### config.mk
export PLATFORM = sky130hd
export DESIGN_NAME = alu_exec_stage
export DESIGN_NICKNAME = d
export VERILOG_FILES = /design/src/rtl/cpu_pkg.sv /design/src/rtl/alu.sv /design/src/rtl/alu_exec_stage.sv
export SDC_FILE = /design/constraint.sdc
export NUM_CORES = 1
export LEC_CHECK = 0
export CAP_MARGIN = 15
export CORE_ASPECT_RATIO = 1.1
export CORE_MARGIN = 2
export CORE_UTILIZATION = 31
export CTS_CLUSTER_SIZE = 28
export DETAILED_ROUTE_END_ITERATION = 7
export GPL_TIMING_DRIVEN = 0
export PLACE_DENSITY = 0.51
export SYNTH_ARGS = -nofsm -noshare
export SYNTH_HDL_FRONTEND = slang
export SYNTH_SLANG_ARGS = --single-unit
### constraint.sdc
create_clock -name clk -period 8.64 [get_ports clk]
set_clock_uncertainty 0.2 [all_clocks]
set_input_delay 0.864 -clock clk [delete_from_list [all_inputs] [get_ports clk]]
set_output_delay 0.864 -clock clk [all_outputs]
set_load 0.005 [all_outputs]
### src/rtl/cpu_pkg.sv
`default_nettype none
// ============================================================================
//  Module      : cpu_pkg
//  Description : Shared types and widths for the execute stage and its alu.
//                alu_op_t     - alu opcode encoding
//                exec_slot_t  - one buffered result (result, rd, zero, carry)
//                exec_state_t - occupancy of the 2-entry elastic buffer
//  Revision    : 1.0 - initial release
// ============================================================================
package cpu_pkg;

  localparam int WIDTH = 8;
  localparam int RD_W  = 3;

  typedef enum logic [3:0] {
    ALU_ADD = 4'b0000,
    ALU_SUB = 4'b0001
  } alu_op_t;

  typedef struct packed {
    logic [WIDTH-1:0] result;
    logic [RD_W-1:0]  rd;
    logic             zero;
    logic             carry;
  } exec_slot_t;

  typedef enum logic [1:0] {
    EMPTY = 2'd0,
    ONE   = 2'd1,
    FULL  = 2'd2
  } exec_state_t;

endpackage
`default_nettype wire

### src/rtl/alu.sv
`default_nettype none
// ============================================================================
//  Module      : alu
//  Description : Purely combinational WIDTH-bit alu. Results wrap modulo
//                2^WIDTH; any opcode other than ADD/SUB yields zero.
//  Ports       : op_i     [3:0]       opcode (alu_op_t encoding)
//                a_i      [WIDTH-1:0] operand 0
//                b_i      [WIDTH-1:0] operand 1
//                result_o [WIDTH-1:0] result
//  Revision    : 1.0 - initial release
// ============================================================================
module alu
  import cpu_pkg::*;
(
  input  logic [3:0]       op_i,
  input  logic [WIDTH-1:0] a_i,
  input  logic [WIDTH-1:0] b_i,
  output logic [WIDTH-1:0] result_o
);

  always_comb begin
    result_o = '0;
    case (op_i)
      ALU_ADD: result_o = a_i + b_i;
      ALU_SUB: result_o = a_i - b_i;
      default: result_o = '0;
    endcase
  end

endmodule
`default_nettype wire

### src/rtl/alu_exec_stage.sv
`default_nettype none
// ============================================================================
//  Module      : alu_exec_stage
//  Description : Execute stage around the alu. Ops from decode are computed
//                at accept time and stored in a 2-entry elastic buffer
//                (head + skid) that feeds writeback, breaking the
//                decode->alu->regfile combinational path.
//  Ports       : clk, rst            clock, synchronous active-high reset
//                flush               drop all buffered and incoming ops
//                in_valid/in_ready   decode handshake
//                in_op/in_a/in_b     opcode and operands
//                in_rd               destination register
//                out_valid/out_ready writeback handshake
//                out_result/out_rd   buffered result and destination
//                out_zero/out_carry  result==0, carry (ADD) / borrow (SUB)
//  Revision    : 1.0 - initial release
// ============================================================================
module alu_exec_stage
  import cpu_pkg::*;
(
  input  logic             clk,
  input  logic             rst,
  input  logic             flush,
  input  logic             in_valid,
  output logic             in_ready,
  input  logic [3:0]       in_op,
  input  logic [WIDTH-1:0] in_a,
  input  logic [WIDTH-1:0] in_b,
  input  logic [RD_W-1:0]  in_rd,
  output logic             out_valid,
  input  logic             out_ready,
  output logic [WIDTH-1:0] out_result,
  output logic [RD_W-1:0]  out_rd,
  output logic             out_zero,
  output logic             out_carry
);

  exec_state_t      state_q;
  exec_slot_t       head_q;
  exec_slot_t       skid_q;

  logic [WIDTH-1:0] alu_result;
  logic             add_carry;
  logic             sub_borrow;
  exec_slot_t       new_slot;
  logic             accept;
  logic             pop;

  alu u_alu (
    .op_i     (in_op),
    .a_i      (in_a),
    .b_i      (in_b),
    .result_o (alu_result)
  );

  // Carry is bit WIDTH of the (WIDTH+1)-bit sum, i.e. the sum exceeds all-ones.
  assign add_carry  = ({1'b0, in_a} + {1'b0, in_b}) > {1'b0, {WIDTH{1'b1}}};
  assign sub_borrow = in_a < in_b;

  always_comb begin
    new_slot        = '0;
    new_slot.result = alu_result;
    new_slot.rd     = in_rd;
    new_slot.zero   = (alu_result == '0);
    case (in_op)
      ALU_ADD: new_slot.carry = add_carry;
      ALU_SUB: new_slot.carry = sub_borrow;
      default: new_slot.carry = 1'b0;
    endcase
  end

  // Ready depends only on occupancy, never on out_ready, so no
  // combinational path runs from writeback back to decode.
  assign in_ready  = !rst && (state_q != FULL);
  assign out_valid = (state_q != EMPTY);
  assign accept    = in_valid && in_ready;
  assign pop       = out_valid && out_ready;

  assign out_result = head_q.result;
  assign out_rd     = head_q.rd;
  assign out_zero   = head_q.zero;
  assign out_carry  = head_q.carry;

  always_ff @(posedge clk) begin
    if (rst) begin
      state_q <= EMPTY;
      head_q  <= '0;
      skid_q  <= '0;
    end else if (flush) begin
      // Data regs keep their contents; out_valid=0 makes them don't-care.
      state_q <= EMPTY;
    end else begin
      case (state_q)
        EMPTY: begin
          if (accept) begin
            head_q  <= new_slot;
            state_q <= ONE;
          end
        end
        ONE: begin
          if (accept && !pop) begin
            skid_q  <= new_slot;
            state_q <= FULL;
          end else if (accept && pop) begin
            head_q  <= new_slot;
          end else if (pop) begin
            state_q <= EMPTY;
          end
        end
        FULL: begin
          if (pop) begin
            head_q  <= skid_q;
            state_q <= ONE;
          end
        end
        default: state_q <= EMPTY;
      endcase
    end
  end

endmodule
`default_nettype wire

==> results.sh <==
export IMPL_outcome="finished, final reports clean"
export IMPL_port_buffers=42
export IMPL_grt_pass1_wl_mm=8.00
export IMPL_final_seq_area_um2=561
export IMPL_stdcell_area_mm2=0.00245
export IMPL_slew_headroom_pct=57.1
export IMPL_grt_pass1_vias=1784
export IMPL_grt_remaining_overflow=0
export IMPL_ir_drop_mv=0.0514
export IMPL_syn_to_final_growth_pct=30.4
export IMPL_grt_max_degree=16
export IMPL_track_usage_pct=14.6
export IMPL_p_leak_nw=0.927
export IMPL_hold_violations=0
export IMPL_hold_buffers=0
export IMPL_hp_class="reg2reg"
export IMPL_ctsResizeCount=0
export IMPL_report_final_slew_viol_count=0
export IMPL_drt_initial_drc_count=83
export IMPL_synth_edf_count=0
export IMPL_post_route_drc_count=0
export IMPL_wirelength_mm=4.76
export IMPL_die_y_um=85.7
export IMPL_route_met3_wl_um=183
export IMPL_hpwl_mm=3.74
export IMPL_cp_required_ns=7.58
export IMPL_cts_clk_slew_worst_paths_ns=0.09
export IMPL_worstMarginPinSlew_ns=0.638
export IMPL_syn_area_per_cell_um2=7.46
export IMPL_synthCells=252
export IMPL_ys_async_sr_fraction_pct=0
export IMPL_setup_tns_final_ns=0
export IMPL_setup_viol=0
export IMPL_clock_latency_ns=0.27
export IMPL_dr_pass1_iters=4
export IMPL_final_antenna_net_count=0
export IMPL_path_class="in2out"
export IMPL_drive_above_1_share_pct=4.36
export IMPL_ys_seq_elements=28
export IMPL_seq_area_frac_synth_pct=29.8
export IMPL_multi_input_area_mm2=0.00121
export IMPL_ios=43
export IMPL_met2_wirelength_mm=2.22
export IMPL_endpoint_kind="output pin"
export IMPL_wl_per_cell_um=12.7
export IMPL_cts_buffers=3
export IMPL_max_cap_violations=0
export IMPL_met1_length_mm=2.27
export IMPL_fmax_mhz=263
export IMPL_via_per_inst=4.88
export IMPL_layout_nets=345
export IMPL_syn_area_mm2=0.00188
export IMPL_yosys_most_used_dff="dfxtp_1"
export IMPL_die_area_mm2=0.00670
export IMPL_initial_core_util_pct=32.4
export IMPL_core_area_mm2=0.00581
export IMPL_cts_tree="yes"
export IMPL_worstPathMaxFanout=10
export IMPL_yosys_warnings=0
export IMPL_power_density_mw_per_mm2=120
export IMPL_rsz0062_at_grt="false"
export IMPL_cts_sinks=28
export IMPL_post_cts_setup_buffers=0
export IMPL_antenna_found_initial=0
export IMPL_synthesis_nets=298
export IMPL_arrival_ns=2.74
export IMPL_start_kind="input port"
export IMPL_htree_levels=1
export IMPL_whs_ns=0.261
export IMPL_clk_path_buf_depth=2
export IMPL_fillers=621
export IMPL_gp_congestion=0.809
export IMPL_ys_types=40
export IMPL_place_area_mm2=0.00240
export IMPL_dr_total_vias=1829
export IMPL_highest_layer="met4"
export IMPL_row_count=29
export IMPL_diodes=0
export IMPL_root_buffer="clkbuf_8"
export IMPL_final_min_clock_period_ns=3.81
export IMPL_timing_final_crit_share_pct=44.1
export IMPL_fp_dieW_um=78.2
-- power by group --
part | switching, mW | total [mW] | leakage, nW | internal (mW)
registers | 0.00205 | 0.135 | 0.227 | 0.133
logic | 0.0392 | 0.0782 | 0.671 | 0.0390
clock network | 0.0409 | 0.0817 | 0.0288 | 0.0408
total | 0.0821 | 0.295 | 0.927 | 0.212
-- kinds of logic (layout without fill, tap and decap cells) --
kind of cell / Yosys count / count (layout) / synth area share (%)
AOI/OAI and AO/OA: 60 / 60 / 20.6
xor gates and xnor gates: 1 / 1 / 0.466
adders and majority gates: 18 / 18 / 12.8
buffers and inverters: 28 / 74 / 5.86
DFF: 28 / 28 / 29.8
muxes: 5 / 5 / 2.66
and+or+nand+nor: 112 / 112 / 27.8
-- metrics by stage --
stage | cells | setup slack, ns | utilization, % | power [mW]
finish | 375 | 4.83 | 42.2 | 0.295
global route | 375 | 4.65 | 42.2 | 0.312
CTS | 375 | 4.81 | 42.2 | 0.297
detailed placement | 371 | 4.54 | 41.3 | 0.216
global placement | 371 | 4.55 | 41.3 | 0.216
floorplan | 252 | 5.30 | - | 0.183
-- layout make-up --
type / instances / share of cell area (%)
flip-flops and latches: 28 / 22.9
clock buffers: 4 / 2.25
multi-input cells: 196 / 49.3
well taps: 77 / 3.93
repair buffers: 42 / 17.2
inverters: 16 / 2.45
plain buffers: 12 / 2.04
-- Yosys cell counts (all sizes together), types with 2 or more instances --
cell type	n	area share [%]
nand4	2	0.67
a311oi	11	5.1
o21bai	2	0.80
o21ai	9	2.4
nor3b	3	1.5
dfxtp	28	30
nand2	40	8.0
a211oi	6	2.4
a21o	2	0.80
nor3	8	2.1
a21oi	24	6.4
inv	16	3.2
clkbuf	8	1.6
buf	4	1.1
o311ai	2	0.93
nor2b	7	2.5
ha	16	11
and2	2	0.67
nor2	31	6.2
fa	2	2.1
mux2i	5	2.7
nand3	8	2.1
nand3b	2	0.80
or3	2	0.67
nand2b	2	0.67
-- layout by cell type, fill, tap and decap left out, types with 2 or more instances in the layout --
| cell type | n |
|---|---|
| fa_1 | 2 |
| a21o_1 | 2 |
| nand2b_1 | 2 |
| clkbuf_1 | 8 |
| nor2_1 | 31 |
| nand3_1 | 8 |
| clkbuf_8 | 4 |
| o21ai_1 | 3 |
| ha_1 | 16 |
| o21ai_0 | 6 |
| inv_2 | 2 |
| clkdlybuf4s50_1 | 42 |
| a211oi_1 | 6 |
| nand2_1 | 40 |
| nor3b_1 | 2 |
| o21bai_1 | 2 |
| or3_1 | 2 |
| inv_1 | 14 |
| a311oi_1 | 11 |
| nand4_1 | 2 |
| a21oi_1 | 24 |
| dfxtp_1 | 28 |
| nor2b_1 | 6 |
| nand3b_1 | 2 |
| nor3_1 | 8 |
| mux2i_1 | 5 |
| and2_1 | 2 |
| buf_2 | 4 |
-- critical path: stages --
cell and delay, ns:
clkdlybuf4s50_1 0.50, clkbuf_1 0.38, clkbuf_1 0.44, nor2_1 0.10
clkdlybuf4s50_1 0.46
-- registers in the layout, summed over array words and instances, names as in the netlist --
name        flops
out_zero        1
out_carry       1
out_result      8
out_rd          3
state_q         2
skid_q         13
-- path summary, 6_finish.rpt --
kind,startpoint,end,slack (ns),cells past startpoint
max,rst,in_ready,4.83,5
min,skid_q[12],skid_q[12],0.26,2
max reg2reg,state_q[1],out_result[0],6.19,6
min reg2reg,skid_q[12],skid_q[12],0.26,2
-- routing by layer --
metal / global-route usage, % / up-vias
met5: 0 / -
met4: 5.10 / 0
met3: 1.16 / 8
met2: 26.2 / 45
met1: 18.5 / 799
li1: - / 977
No activity file was read; power rests on OpenSTA's default activity.
